==> config.mk <==
export PLATFORM = sky130hd
export DESIGN_NAME = preg_freelist_flat
export DESIGN_NICKNAME = d
export VERILOG_FILES = /design/src/rtl/preg_freelist_if.sv /design/src/rtl/preg_freelist.sv /design/src/flat_wrapper.sv
export SDC_FILE = /design/constraint.sdc
export NUM_CORES = 1
export LEC_CHECK = 0
export ABC_CLOCK_PERIOD_IN_PS = 11200
export BUFFER_PORTS_ARGS = -buffer_cell sky130_fd_sc_hd__buf_4
export CORE_MARGIN = 5
export CORE_UTILIZATION = 35
export DETAILED_ROUTE_END_ITERATION = 12
export PLACE_DENSITY = 0.47
export SLEW_MARGIN = 20
export SYNTH_ARGS = -nofsm -noshare
export SYNTH_HDL_FRONTEND = slang
export SYNTH_SLANG_ARGS = --single-unit
==> constraint.sdc <==
create_clock -name clk -period 11.2 [get_ports clk]
set_input_delay 1.12 -clock clk [delete_from_list [all_inputs] [get_ports clk]]
set_output_delay 1.12 -clock clk [all_outputs]
set_load 0.01 [all_outputs]
==> src/rtl/preg_freelist_if.sv <==
// Shared issue-width constant and the rename/commit-side interface of the
// physical-register free list. With FREELIST_STATS_EN defined the interface
// also carries the min_free low-water mark.
package core_pkg;
  localparam int ISSUE_WIDTH = 2;
endpackage

interface preg_freelist_if #(
  parameter int NUM_PREGS = 64,
  parameter int ARCH_REGS = 32,
  parameter int ISSUE_W   = core_pkg::ISSUE_WIDTH
);
  localparam int TAG_W    = $clog2(NUM_PREGS);
  localparam int ARCH_W   = $clog2(ARCH_REGS);
  localparam int FL_DEPTH = NUM_PREGS - ARCH_REGS;
  localparam int CNT_W    = $clog2(FL_DEPTH) + 1;

  logic [ISSUE_W-1:0] alloc_req;
  logic               alloc_ok;
  logic [TAG_W-1:0]   alloc_tag [ISSUE_W];
  logic [ISSUE_W-1:0] commit_valid;
  logic [ARCH_W-1:0]  commit_arch_rd [ISSUE_W];
  logic [TAG_W-1:0]   commit_phys_rd [ISSUE_W];
  logic               flush_en;
  logic [CNT_W-1:0]   free_count;
  logic               free_empty;
  logic               overflow_err;
`ifdef FREELIST_STATS_EN
  logic [CNT_W-1:0]   min_free;

  modport master (
    output alloc_req, commit_valid, commit_arch_rd, commit_phys_rd, flush_en,
    input  alloc_ok, alloc_tag, free_count, free_empty, overflow_err, min_free
  );
  modport slave (
    input  alloc_req, commit_valid, commit_arch_rd, commit_phys_rd, flush_en,
    output alloc_ok, alloc_tag, free_count, free_empty, overflow_err, min_free
  );
`else
  modport master (
    output alloc_req, commit_valid, commit_arch_rd, commit_phys_rd, flush_en,
    input  alloc_ok, alloc_tag, free_count, free_empty, overflow_err
  );
  modport slave (
    input  alloc_req, commit_valid, commit_arch_rd, commit_phys_rd, flush_en,
    output alloc_ok, alloc_tag, free_count, free_empty, overflow_err
  );
`endif
endinterface

==> src/rtl/preg_freelist.sv <==
// Physical-register free list plus retirement map table for the 2-wide
// rename/commit path. Rename takes tags from head, commit returns superseded
// tags at tail, and a flush rewinds head to commit_head.
// Optional macro FREELIST_STATS_EN adds the min_free low-water-mark output.
module preg_freelist #(
  parameter int NUM_PREGS = 64,
  parameter int ARCH_REGS = 32,
  parameter int ISSUE_W   = core_pkg::ISSUE_WIDTH
) (
  input logic          clk,
  input logic          reset,
  preg_freelist_if.slave fl
);
  localparam int TAG_W    = $clog2(NUM_PREGS);
  localparam int FL_DEPTH = NUM_PREGS - ARCH_REGS;
  localparam int IDX_W    = $clog2(FL_DEPTH);
  localparam int CNT_W    = IDX_W + 1;

  typedef logic [TAG_W-1:0] preg_tag_t;
  typedef logic [CNT_W-1:0] ptr_t;

  localparam ptr_t           ONE     = ptr_t'(1);
  localparam logic [CNT_W:0] DEPTH_X = (CNT_W + 1)'(FL_DEPTH);

  preg_tag_t fl_mem [FL_DEPTH];
  preg_tag_t rmt    [ARCH_REGS];

  ptr_t head, commit_head, tail;
  ptr_t head_nxt, commit_head_nxt, tail_nxt;
  ptr_t free_cnt, reqs, grant_cnt, rel_cnt, cmt_cnt, wr_ptr;
  logic grant;
  logic overflow_q, overflow_nxt;
  logic [CNT_W:0] fill;
  logic [ISSUE_W-1:0] rel_we, rmt_we;
  logic [IDX_W-1:0]   rel_idx [ISSUE_W];
  preg_tag_t          rel_tag [ISSUE_W];
  preg_tag_t          old_tag;

  // Wrap bit distinguishes a full list (tail-head = FL_DEPTH) from an empty one.
  assign free_cnt        = tail - head;
  assign fl.free_count   = free_cnt;
  assign fl.free_empty   = (free_cnt == '0);
  assign fl.overflow_err = overflow_q;
  assign fl.alloc_ok     = grant;

  // Allocation: all-or-nothing grant, tags compacted in slot order from head.
  // NOTE: every variable gets a default at the top of an always_comb so no
  // path leaves it unassigned and infers a latch.
  always_comb begin
    reqs      = '0;
    grant_cnt = '0;
    for (int i = 0; i < ISSUE_W; i++) reqs = reqs + ptr_t'(fl.alloc_req[i]);
    grant = (reqs <= free_cnt) && !fl.flush_en;
    for (int i = 0; i < ISSUE_W; i++) begin
      fl.alloc_tag[i] = '0;
      if (grant && fl.alloc_req[i]) begin
        fl.alloc_tag[i] = fl_mem[IDX_W'(head + grant_cnt)];
        grant_cnt       = grant_cnt + ONE;
      end
    end
  end

  // Commit: free the superseded tag per slot, forwarding an earlier slot's
  // phys_rd when both slots retire the same architectural register.
  always_comb begin
    rel_cnt      = '0;
    cmt_cnt      = '0;
    wr_ptr       = '0;
    old_tag      = '0;
    fill         = '0;
    overflow_nxt = overflow_q;
    for (int i = 0; i < ISSUE_W; i++) begin
      rel_we[i]  = 1'b0;
      rmt_we[i]  = 1'b0;
      rel_idx[i] = '0;
      rel_tag[i] = '0;
      if (fl.commit_valid[i] && !fl.flush_en) begin
        old_tag = rmt[fl.commit_arch_rd[i]];
        for (int j = 0; j < ISSUE_W; j++) begin
          if (j < i && fl.commit_valid[j] &&
              fl.commit_arch_rd[j] == fl.commit_arch_rd[i])
            old_tag = fl.commit_phys_rd[j];
        end
        rmt_we[i] = 1'b1;
        cmt_cnt   = cmt_cnt + ONE;
        // A release that would push the list past FL_DEPTH is dropped.
        fill = {1'b0, free_cnt} + {1'b0, rel_cnt} + (CNT_W + 1)'(1);
        if (fill > DEPTH_X) begin
          overflow_nxt = 1'b1;
        end else begin
          wr_ptr     = tail + rel_cnt;
          rel_we[i]  = 1'b1;
          rel_idx[i] = IDX_W'(wr_ptr);
          rel_tag[i] = old_tag;
          rel_cnt    = rel_cnt + ONE;
        end
      end
    end
  end

  // Pointer next state: flush rewinds head and overrides alloc and commit.
  always_comb begin
    head_nxt        = head;
    commit_head_nxt = commit_head;
    tail_nxt        = tail;
    if (fl.flush_en) begin
      head_nxt = commit_head;
    end else begin
      if (grant) head_nxt = head + reqs;
      tail_nxt        = tail + rel_cnt;
      commit_head_nxt = commit_head + cmt_cnt;
    end
  end

  // Pointer and sticky-error registers.
  // NOTE: sequential state uses non-blocking assignments so every register
  // samples the pre-edge values regardless of block ordering.
  always_ff @(posedge clk or negedge reset) begin
    if (!reset) begin
      head        <= '0;
      commit_head <= '0;
      tail        <= ptr_t'(FL_DEPTH);
      overflow_q  <= 1'b0;
    end else begin
      head        <= head_nxt;
      commit_head <= commit_head_nxt;
      tail        <= tail_nxt;
      overflow_q  <= overflow_nxt;
    end
  end

  // Free-list storage: released tags written at tail.
  // NOTE: this array is reset because its initial contents (ARCH_REGS+i)
  // are the free tags themselves, not don't-care data.
  always_ff @(posedge clk or negedge reset) begin
    if (!reset) begin
      for (int i = 0; i < FL_DEPTH; i++) fl_mem[i] <= preg_tag_t'(ARCH_REGS + i);
    end else begin
      for (int i = 0; i < ISSUE_W; i++)
        if (rel_we[i]) fl_mem[rel_idx[i]] <= rel_tag[i];
    end
  end

  // Retirement map: later slot wins on a same-register double commit.
  always_ff @(posedge clk or negedge reset) begin
    if (!reset) begin
      for (int a = 0; a < ARCH_REGS; a++) rmt[a] <= preg_tag_t'(a);
    end else begin
      for (int i = 0; i < ISSUE_W; i++)
        if (rmt_we[i]) rmt[fl.commit_arch_rd[i]] <= fl.commit_phys_rd[i];
    end
  end

`ifdef FREELIST_STATS_EN
  ptr_t min_free_q;
  ptr_t next_free;

  assign next_free   = tail_nxt - head_nxt;
  assign fl.min_free = min_free_q;

  // Low-water mark of free_count; flush does not clear it.
  always_ff @(posedge clk or negedge reset) begin
    if (!reset)                     min_free_q <= ptr_t'(FL_DEPTH);
    else if (next_free < min_free_q) min_free_q <= next_free;
  end
`endif

endmodule

==> src/flat_wrapper.sv <==
// flat-port wrapper written by rule: the top's interface ports become plain ports
module preg_freelist_flat 
#(
  parameter int NUM_PREGS = 64,
  parameter int ARCH_REGS = 32,
  parameter int ISSUE_W   = core_pkg::ISSUE_WIDTH
)
  (clk, reset, fl_alloc_req, fl_commit_valid, fl_commit_arch_rd, fl_commit_phys_rd, fl_flush_en, fl_alloc_ok, fl_alloc_tag, fl_free_count, fl_free_empty, fl_overflow_err);
  preg_freelist_if #(.NUM_PREGS(NUM_PREGS), .ARCH_REGS(ARCH_REGS), .ISSUE_W(ISSUE_W)) fl_i ();
  input logic clk;
  input logic reset;
  input wire logic [$bits(fl_i.alloc_req)-1:0] fl_alloc_req;
  input wire logic [$bits(fl_i.commit_valid)-1:0] fl_commit_valid;
  input wire logic [$bits(fl_i.commit_arch_rd)-1:0] fl_commit_arch_rd;
  input wire logic [$bits(fl_i.commit_phys_rd)-1:0] fl_commit_phys_rd;
  input wire logic [$bits(fl_i.flush_en)-1:0] fl_flush_en;
  output wire logic [$bits(fl_i.alloc_ok)-1:0] fl_alloc_ok;
  output wire logic [$bits(fl_i.alloc_tag)-1:0] fl_alloc_tag;
  output wire logic [$bits(fl_i.free_count)-1:0] fl_free_count;
  output wire logic [$bits(fl_i.free_empty)-1:0] fl_free_empty;
  output wire logic [$bits(fl_i.overflow_err)-1:0] fl_overflow_err;
  assign fl_i.alloc_req = fl_alloc_req;
  assign fl_i.commit_valid = fl_commit_valid;
  assign fl_i.commit_arch_rd = {>>{fl_commit_arch_rd}};
  assign fl_i.commit_phys_rd = {>>{fl_commit_phys_rd}};
  assign fl_i.flush_en = fl_flush_en;
  assign fl_alloc_ok = fl_i.alloc_ok;
  assign fl_alloc_tag = {>>{fl_i.alloc_tag}};
  assign fl_free_count = fl_i.free_count;
  assign fl_free_empty = fl_i.free_empty;
  assign fl_overflow_err = fl_i.overflow_err;
  preg_freelist #(.NUM_PREGS(NUM_PREGS), .ARCH_REGS(ARCH_REGS), .ISSUE_W(ISSUE_W)) u_core (.clk(clk), .reset(reset), .fl(fl_i));
endmodule
* Yosys cells after proc, flatten, opt, wreduce, memory -nomap -nowiden
Index checks and enable logic that the tools add are counted.
** Storage, ports and cells
- Memory bits (read-only) :: 0
- Memories :: 0
- Latch bits :: 0
- Register bits after elaboration :: 403
- Memory bits (writable) :: 0
- Word-level logic and storage cells :: 171
- Input port bits :: 29
- Output and inout bits :: 21
** Operators by class
- Eq/ne operators :: 1
- Reductions and logical operators :: 13
- Shift operators :: 0
- Divide/modulo/power cells :: 0
- $lt $le $gt $ge :: 13
- Add/sub/neg operators :: 12
- Muxes and demuxes :: 58
- $mul :: 0
- Bitwise logic cells :: 6
** Operator list (number)
- 192-bit bitwise mux :: 4
- 192-bit two-way mux :: 4
- 6-bit two-way mux :: 24
- 6-bit binary-select mux with 5-bit select :: 4
- 6-bit demux with 5-bit select :: 4
- 6-bit >= comparator, second input constant :: 6
- 5-bit inverter with 6-bit output :: 6
- 6-bit by 1-bit < comparator with 1-bit output, second input constant :: 4
- 5-bit two-way mux :: 4
- 7-bit by 6-bit greater-than comparator with 1-bit output, second input constant :: 2
- 1-bit two-way mux :: 14
- 6-bit adder :: 2
- 5-bit by 1-bit adder with 5-bit output :: 2
- 1-bit logical AND :: 10
- 6-bit by 1-bit adder with 7-bit output :: 1
- 6-bit by 1-bit adder with 7-bit output, second input constant :: 1
- 7-bit by 1-bit adder with 7-bit output, second input constant :: 1
- 6-bit by 2-bit adder with 6-bit output :: 1
- 6-bit less-or-equal comparator :: 1
- 6-bit zero test :: 1
- 6-bit subtractor :: 1
- 5-bit == test :: 1
- 1-bit by 1-bit adder with 2-bit output, second input constant :: 2
- 1-bit by 1-bit adder with 2-bit output :: 1
- 2 further kinds :: 2

* Longest topological paths before layout
Gate-level depths: netlist of run 1.
- Depth after elaboration :: 17
- Gate-level depth with buffers :: 28
- Gate-level depth less buffers :: 23

* Worst setup path after synthesis of run 1
No wires, ideal clock.
- Kind :: register to output
- Start point :: reg u_core.head[1]
- End point :: out fl_alloc_tag[0]
- Arrival :: 5917 ps
- Data required time :: 10080 ps
- Cell stages (with the launch flop) :: 21
- Setup slack :: 4163 ps
- Buffers on the path :: 6
- Cells stage by stage :: dfrtp_1 -> clkbuf_1 -> clkbuf_1 -> clkbuf_1 -> inv_1 -> fa_1 -> inv_1 -> ha_1 -> nor2b_1 -> o21ai_0 -> or4_1 -> buf_2 -> o211ai_1 -> inv_1 -> ha_1 -> buf_2 -> buf_1 -> mux4_2 -> mux4_2 -> mux2i_1 -> nor2_1
** On the way
- Word-level cells in the longest chain between the ends :: 11
- Elaborated cells on any way between the ends :: 12
- Those cells by class :: 2 x add/sub; 1 x order compare; 5 x mux; 1 x bitwise; 3 x reduce/logical
** Ends and longest elaborated chain
- start: declaration :: line preg_freelist.sv:28 : ptr_t head, commit_head, tail;
- start signal: assignment :: line preg_freelist.sv:125 : head <= head_nxt;
- 6-bit subtractor (*) :: line preg_freelist.sv:40 : assign free_cnt = tail - head;
- net fl_free_count[1] :: line flat_wrapper.sv:19 : output wire logic [$bits(fl_i.free_count)-1:0] fl_free_count;
- 6-bit less-or-equal comparator (*) :: line preg_freelist.sv:53 : grant = (reqs <= free_cnt) && !fl.flush_en;
- 1-bit logical AND (*) :: line preg_freelist.sv:53
- 1-bit logical AND :: line preg_freelist.sv:56 : if (grant && fl.alloc_req[i]) begin
- 1-bit two-way mux :: line preg_freelist.sv:56
- 5-bit by 1-bit adder with 5-bit output :: line preg_freelist.sv:57 : fl.alloc_tag[i] = fl_mem[IDX_W'(head + grant_cnt)];
- 5-bit inverter with 6-bit output (implied by the code) :: line preg_freelist.sv:57
- 6-bit binary-select mux with 5-bit select :: line preg_freelist.sv:57
- 6-bit two-way mux (implied by the code) (2 in series) :: line preg_freelist.sv:57
- 6-bit two-way mux (*) :: line preg_freelist.sv:56
- end: declaration :: line flat_wrapper.sv:18 : output wire logic [$bits(fl_i.alloc_tag)-1:0] fl_alloc_tag;
Mark *: on every way through the listed nets, which the timed path passes. The rest lies on a longest branch. The select of a mux whose other input is x is not followed.

* Final worst setup path of run 1
- Start point :: reg u_core.head[0]
- End point :: out fl_alloc_tag[5]
** On the way
- Word-level cells in the longest chain between the ends :: 11
- Elaborated cells on any way between the ends :: 12
- Those cells by class :: 2 x add/sub; 1 x order compare; 5 x mux; 1 x bitwise; 3 x reduce/logical
** Ends and longest elaborated chain (line)
- 6-bit subtractor :: preg_freelist.sv:40
- 6-bit less-or-equal comparator :: preg_freelist.sv:53
- 1-bit logical AND :: preg_freelist.sv:53
- 1-bit logical AND :: preg_freelist.sv:56
- 1-bit two-way mux :: preg_freelist.sv:56
- 5-bit by 1-bit adder with 5-bit output :: preg_freelist.sv:57
- 5-bit inverter with 6-bit output (implied by the code) :: preg_freelist.sv:57
- 6-bit binary-select mux with 5-bit select :: preg_freelist.sv:57
- 6-bit two-way mux (implied by the code) (2 in series) :: preg_freelist.sv:57
- 6-bit two-way mux (*) :: preg_freelist.sv:56
Every way passes the cells marked *; elsewhere a longest branch is shown, timed or not. The select of a mux whose other input is x is not followed.

==> results of run 1 <==
flip-flops by register name, indices dropped and copies added, names as in the netlist:
| name | cells |
|---|---|
| u_core.fl_mem | 192 |
| u_core.rmt | 192 |
| u_core.commit_head | 6 |
| u_core.head | 6 |
| u_core.tail | 6 |
| u_core.fl.overflow_err | 1 |
routing by layer:
| metal | share of wire | up-vias | track usage |
|---|---|---|---|
| met3 | 0.091 | 130 | 0.0533 |
| li1 | - | 8461 | - |
| met1 | 0.46 | 10600 | 0.367 |
| met2 | 0.43 | 961 | 0.346 |
| met4 | 0.023 | 0 | 0.0537 |
| met5 | 0 | - | 0 |
cells in the final DEF, fill, tap and decap left out, types with 12 or more instances in the layout:
cell and count:
a21oi_1 55, and3_1 23, buf_4 82, clkbuf_1 20, clkbuf_16 52, dfrtp_1 208, dfstp_2 193, ha_1 20
inv_1 22, mux2i_1 601, mux4_2 205, nand2_1 220, nand3_1 50, nor2_1 113, nor3_1 12, o21ai_0 164
o22ai_1 40, xnor2_1 12, xor2_1 13
cell families (layout without fill, tap and decap cells):
family                   Yosys count  count (layout)  synth area share
AO/OA/AOI/OAI                    293             293            0.0597
XOR/XNOR                          28              28           0.00912
adder cells (fa/ha/maj)           26              26            0.0132
buffers and inverters            247             211            0.0420
flip-flops                       403             403             0.384
multiplexers                     817             817             0.400
AND/OR/NAND/NOR                  503             503            0.0913
worst max-delay path by stage:
stage / depth (start not counted) / slack (ns) / to / from
2_1_floorplan: 20 / 4.16 / fl_alloc_tag[0] / u_core.head[1]
4_1_cts: 18 / 2.42 / fl_alloc_tag[5] / u_core.head[0]
3_3_place_gp: 18 / 3.22 / fl_alloc_tag[5] / u_core.head[0]
3_5_place_dp: 18 / 3.10 / fl_alloc_tag[5] / u_core.head[0]
5_1_grt: 18 / 2.03 / fl_alloc_tag[5] / u_core.head[0]
6_report: 18 / 2.48 / fl_alloc_tag[5] / u_core.head[0]
worst max-delay path: cells and delay by family, from the launching register on:
kind / cells / cell delay [ns]
adders and majority gates: 5 / 2.49
muxes: 3 / 1.32
buffers and inverters: 5 / 1.21
AOI/OAI and AO/OA: 2 / 0.77
and+or+nand+nor: 3 / 0.74
DFF: 1 / 0.39
power breakdown:
| part | internal [mW] | switching (mW) | leakage, nW |
|---|---|---|---|
| clock | 1.03 | 0.712 | 0.856 |
| combinational | 0.959 | 1.47 | 7.86 |
| sequential | 1.84 | 0.342 | 4.76 |
area by class of cell:
class,count,share of cell area
inverter,28,0.00355
tap,1030,0.0435
clock inverter,16,0.00815
timing repair buffer,85,0.0223
clock buffer,82,0.0511
sequential,403,0.349
multi-input combinational,1667,0.523
==> metrics.txt, run 1 <==
Syn. warnings 0; Crit-path slowest cell ha_2; Leak 13.5 nW; final setup violation count 0; Tmin final 8.72 ns; Pwr Density 214 mW/mm²; post-DR wirelength/cell 30.3 µm; ANT cells 0; Synth top area share 0.224; Setup Slack @ Placement 3.10 ns; die area 0.0824 mm²; drt first pass iters 5; Post-synth top cells mux2i_1, nand2_1, dfrtp_1; post-synthesis cell count 2317; Worst EP arrival 7.60 ns; Clock Sinks 403; Hold/Removal Path Class reg -> reg; non-filler instance count after layout 3311; hold endpoint u_core.commit_head[5]; clock buffer count from CTS 52; CP most frequent cell inv_1; Area Overhead vs Synth 10.3%; die height 287 µm; CP peak stage delay 1.08 ns; Final Wtd Congestion 0.979; TritonCTS clock tree done; Congestion Overflow GR 0; final hold violation count 0; EDFF count, synth 0; Multi-input gate area 0.0155 mm²; dpl cell area 0.0279 mm²; Synth Cell Area 0.0269 mm²; FF-to-FF path depth 24; max frequency 115 MHz; register-to-register setup slack 5.10 ns; post-synthesis cell type with the largest combined area mux2i_1; Final ANT Viol Nets 0; DRC 0; Post-Route WL 100 mm; CP cell instances buf_4, ha_1, inv_1, fa_1, inv_1, ha_1, nor2b_1, o21ai_0, or4_1, o211ai_1, inv_1, ha_4, ha_2, mux4_2, mux4_2, mux2i_1, nor2_1, buf_4; register bit count reported by yosys 403; total power 6.35 mW; Worst Path Required 10.08 ns; Avg Vias per Cell 6.07; FF-to-FF End u_core.tail[4]; CTS resizes 0; Max Cap Viol 0; status finished clean; Hold Path Cell Cnt 1; initial antenna violation count 2; H-tree depth 2; die width 287 µm; port buffer count 49; Least-Margin Pin Slew 1.19 ns; row count 101; critical path endpoint category output port; post-synth cell types 67; sequential-to-total area share from yosys stat 0.384; CTS clk-pin slew, worst paths 0.06 ns; dominant synthesized flop cell dfrtp_1; boundary pin count 50; r2r startpoint u_core.head[1]; hold_ws 0.474 ns; Critical Path Start Type flop; clk_skew 0.0429 ns; Detail Placement HPWL 67.8 mm; Root Driver clkbuf_16; drt first-iter violations 2204; GRT Total Usage 0.240; first-pass GRT wire length 146 mm; Post-CTS Setup Bufs 0; clk_lat worst skew 0.64 ns; worst setup path class reg -> out; Initial Util 0.353; count leader, synth mux2i_1; core area 0.0761 mm²; via count 20100; Slew Viols, Final 0; final core occ 0.390; layout cells sized above 1 0.270; clock tree buffer depth 3; FF+latch area 0.0103 mm²; Worst slew margin 0.204; post-route cell area 0.0296 mm²; Area contributors post-synth mux2i_1, dfrtp_1, dfstp_2; Max Fanout on Critical Path 52; RSZ-0062 raised after global routing false; Net Count, Synth 2372; Placed Cells 3213; CTS Hold Buffers Added 0; TNS Setup 0 ns; vias in the first global route 19900; Post-synth ARST share 1.00; Peak supply drop 241 µV; Avg Cell Area, Syn 11.6 µm²; hold_sp u_core.commit_head[5]; fill count 7300; Final WS setup 2.48 ns; ratio of final minimum period to clock period 0.778; nets 2292; largest net degree at the start of global routing 110
No activity file was read; power rests on OpenSTA's default activity.
==> run 2, diff against run 1 <==
- ABC_AREA: not set -> 1
- ABC_CLOCK_PERIOD_IN_PS: 11200 -> 8540
- PLACE_DENSITY: 0.47 -> 0.46
- clock period: 11.2 -> 8.54 ns (I/O delays scaled with it)
==> run 2 against run 1 <==
Net effect:
- global-route usage increased by 6.0 points
- via count increased by 51%
- sequential cell count unchanged
- combinational power increased by 70%
- critical endpoint is now fl_alloc_tag[0]
- sequential share of layout area decreased by 1.8 points
- sequential power increased by 34%
==> metrics.txt, run 2 <==
TritonCTS clock tree done; Post-CTS Setup Bufs 0 (unchanged); Clock Sinks 403 (unchanged); clk_skew 0.0261 ns (-0.0167 ns); Tmin final 7.41 ns; die width 294 µm (+2.4%); hold_ws 0.151 ns (-0.324 ns); commonest non-fill, non-tap cell in the layout nand2_1; Max Cap Viol 0 (unchanged); core area 0.0803 mm² (+5.5%); nets 4288 (+87%); CTS Hold Buffers Added 0 (unchanged); drt first pass iters 8 (+3); Least-Margin Pin Slew 1.17 ns (-0.0265 ns); EDFF count, synth 0 (unchanged); Critical Path Start Type flop; clock tree buffer depth 3 (unchanged); first-pass GRT wire length 197 mm (+35%); dominant synthesized flop cell dfrtp_1; CTS resizes 0 (unchanged); Pwr Density 300 mW/mm² (+40%); boundary pin count 50 (unchanged); Peak supply drop 163 µV (-32%); Synth top area share 0.190 (-0.0342); Leak 14.3 nW (+6.0%); clk_lat worst skew 0.63 ns (about the same); Avg Vias per Cell 5.70 (-6.2%); Post-synth top cells nand2_1, o21ai_0, nor2_1; Worst EP arrival 6.56 ns (-1.04 ns); via count 30400 (+51%); clock buffer count from CTS 52 (unchanged); Max Fanout on Critical Path 69 (+33%); register bit count reported by yosys 403 (unchanged); ratio of final minimum period to clock period 0.868; Worst Path Required 7.69 ns (-2.39 ns); Post-Route WL 134 mm (+34%); post-DR wirelength/cell 25.2 µm (-17%); post-synth cell types 46 (-31%); die area 0.0864 mm² (+4.8%); top flop regs u_core.fl_mem (192), u_core.rmt (192); fill count 8603 (+18%); max frequency 135 MHz; drt first-iter violations 3038 (+38%); H-tree depth 2 (unchanged); Syn. warnings 0 (unchanged); RSZ-0062 raised after global routing false; Worst slew margin 0.219 (+0.0151); worst setup path class reg -> out; TNS Setup 0 ns (unchanged); Root Driver clkbuf_16; layout cells sized above 1 0.112 (-0.157); port buffer count 49 (unchanged); critical path endpoint category output port; Avg Cell Area, Syn 6.48 µm² (-44%); Final Wtd Congestion 0.973 (-0.59%); final setup violation count 0 (unchanged); Net Count, Synth 4406 (+86%); Post-synth ARST share 1.00 (unchanged); Final ANT Viol Nets 0 (unchanged); count leader, synth nand2_1; CTS clk-pin slew, worst paths 0.06 ns (about the same); Slew Viols, Final 0 (unchanged); initial antenna violation count 1 (-1); status finished clean; DRC 0 (unchanged); GRT Total Usage 0.300 (+0.0601); Area Overhead vs Synth 10.8%; final hold violation count 0 (unchanged); Detail Placement HPWL 88.4 mm (+30%); die height 294 µm (+2.4%); post-synthesis cell type with the largest combined area nand2_1; vias in the first global route 28600 (+44%); post-synthesis cell count 4351 (+88%); Area contributors post-synth nand2_1, dfrtp_1, dfstp_2; Hold/Removal Path Class in -> async; Congestion Overflow GR 0 (unchanged); largest net degree at the start of global routing 125 (+14%); row count 104 (+3.0%); Initial Util 0.351 (-0.00190); most frequent cells in the layout nand2_1, o21ai_0, nor2_1, a21oi_1, nand3_1; Synth Cell Area 0.0282 mm² (+5.0%); sequential-to-total area share from yosys stat 0.366 (-0.0182)
==> run 2: cells by family after synthesis <==
family | share of synthesized area
AO/OA/AOI/OAI | 0.215
XOR/XNOR | 0.00497
adder cells (fa/ha/maj) | 0.0126
buffers and inverters | 0.0824
flip-flops | 0.366
AND/OR/NAND/NOR | 0.319
==> run 2: stage by stage <==
step           total power, mW  area (µm²)  cells  setup slack, ns   util
2_1_floorplan             5.44       28200   4351             3.04      -
3_3_place_gp              6.99       29500   5239             1.90  0.367
3_5_place_dp              6.99       29500   5239             1.88  0.367
4_1_cts                   9.36       31300   5336             1.19  0.389
5_1_grt                   9.94       31300   5336            0.682  0.389
6_report                  9.39       31300   5337             1.13  0.389
==> run 2: final cells by class <==
type                       count  area [µm²]  area share
multi-input combinational   3365       15800       0.505
sequential                   403       10300       0.331
clock buffer                  73        1450      0.0464
timing repair buffer         129        1000      0.0320
inverter                     282        1060      0.0339
antenna                        1        2.50   0.0000801
tap                         1060        1330      0.0424
clock inverter                24         297     0.00949
==> run 2: worst paths after layout <==
path / cells after the start / slack, ns / start / end
min reg2reg: 1 / 0.47 / u_core.commit_head[5] / u_core.commit_head[5]
min in group clk: 1 / 0.47 / u_core.commit_head[5] / u_core.commit_head[5]
max: 22 / 1.13 / u_core.head[0] / fl_alloc_tag[0]
max reg2reg: 25 / 2.73 / u_core.head[4] / u_core.fl_mem[13]
max in group asynchronous: 3 / 6.42 / reset / u_core.rmt[11]
min: 1 / 0.15 / reset / u_core.fl_mem[66]
==> run 2: report_power, final <==
part | internal, mW | leakage [nW] | switching (mW)
combinational | 1.21 | 8.74 | 2.90
sequential | 2.47 | 4.69 | 0.469
clock | 1.37 | 0.855 | 0.971
total | 5.04 | 14.3 | 4.34
==> run 2: critical path: stages (launching register included) <==
cell      delay, ns
dfrtp_4        0.73
ha_1           0.23
inv_1          0.07
fa_1           0.57
inv_1          0.08
ha_1           0.31
nand2_1        0.08
inv_1          0.04
nor3_1         0.16
nand3_1        0.19
nand2_1        0.16
inv_1          0.10
nand2_1        0.28
inv_1          0.14
ha_4           0.66
buf_4          0.60
nand2_1        0.11
nand2_1        0.07
a21oi_1        0.04
o311ai_0       0.63
nand3_1        0.14
a21oi_1        0.28
buf_4          0.18
==> run 2: layer usage <==
metal	wire, µm	track usage	share of wire	vias up
met2	63700	0.502	0.47	1182
met1	56100	0.391	0.42	14700
li1	-	-	-	14300
met5	0	0	0	-
met3	7560	0.0355	0.056	297
met4	6880	0.132	0.051	0
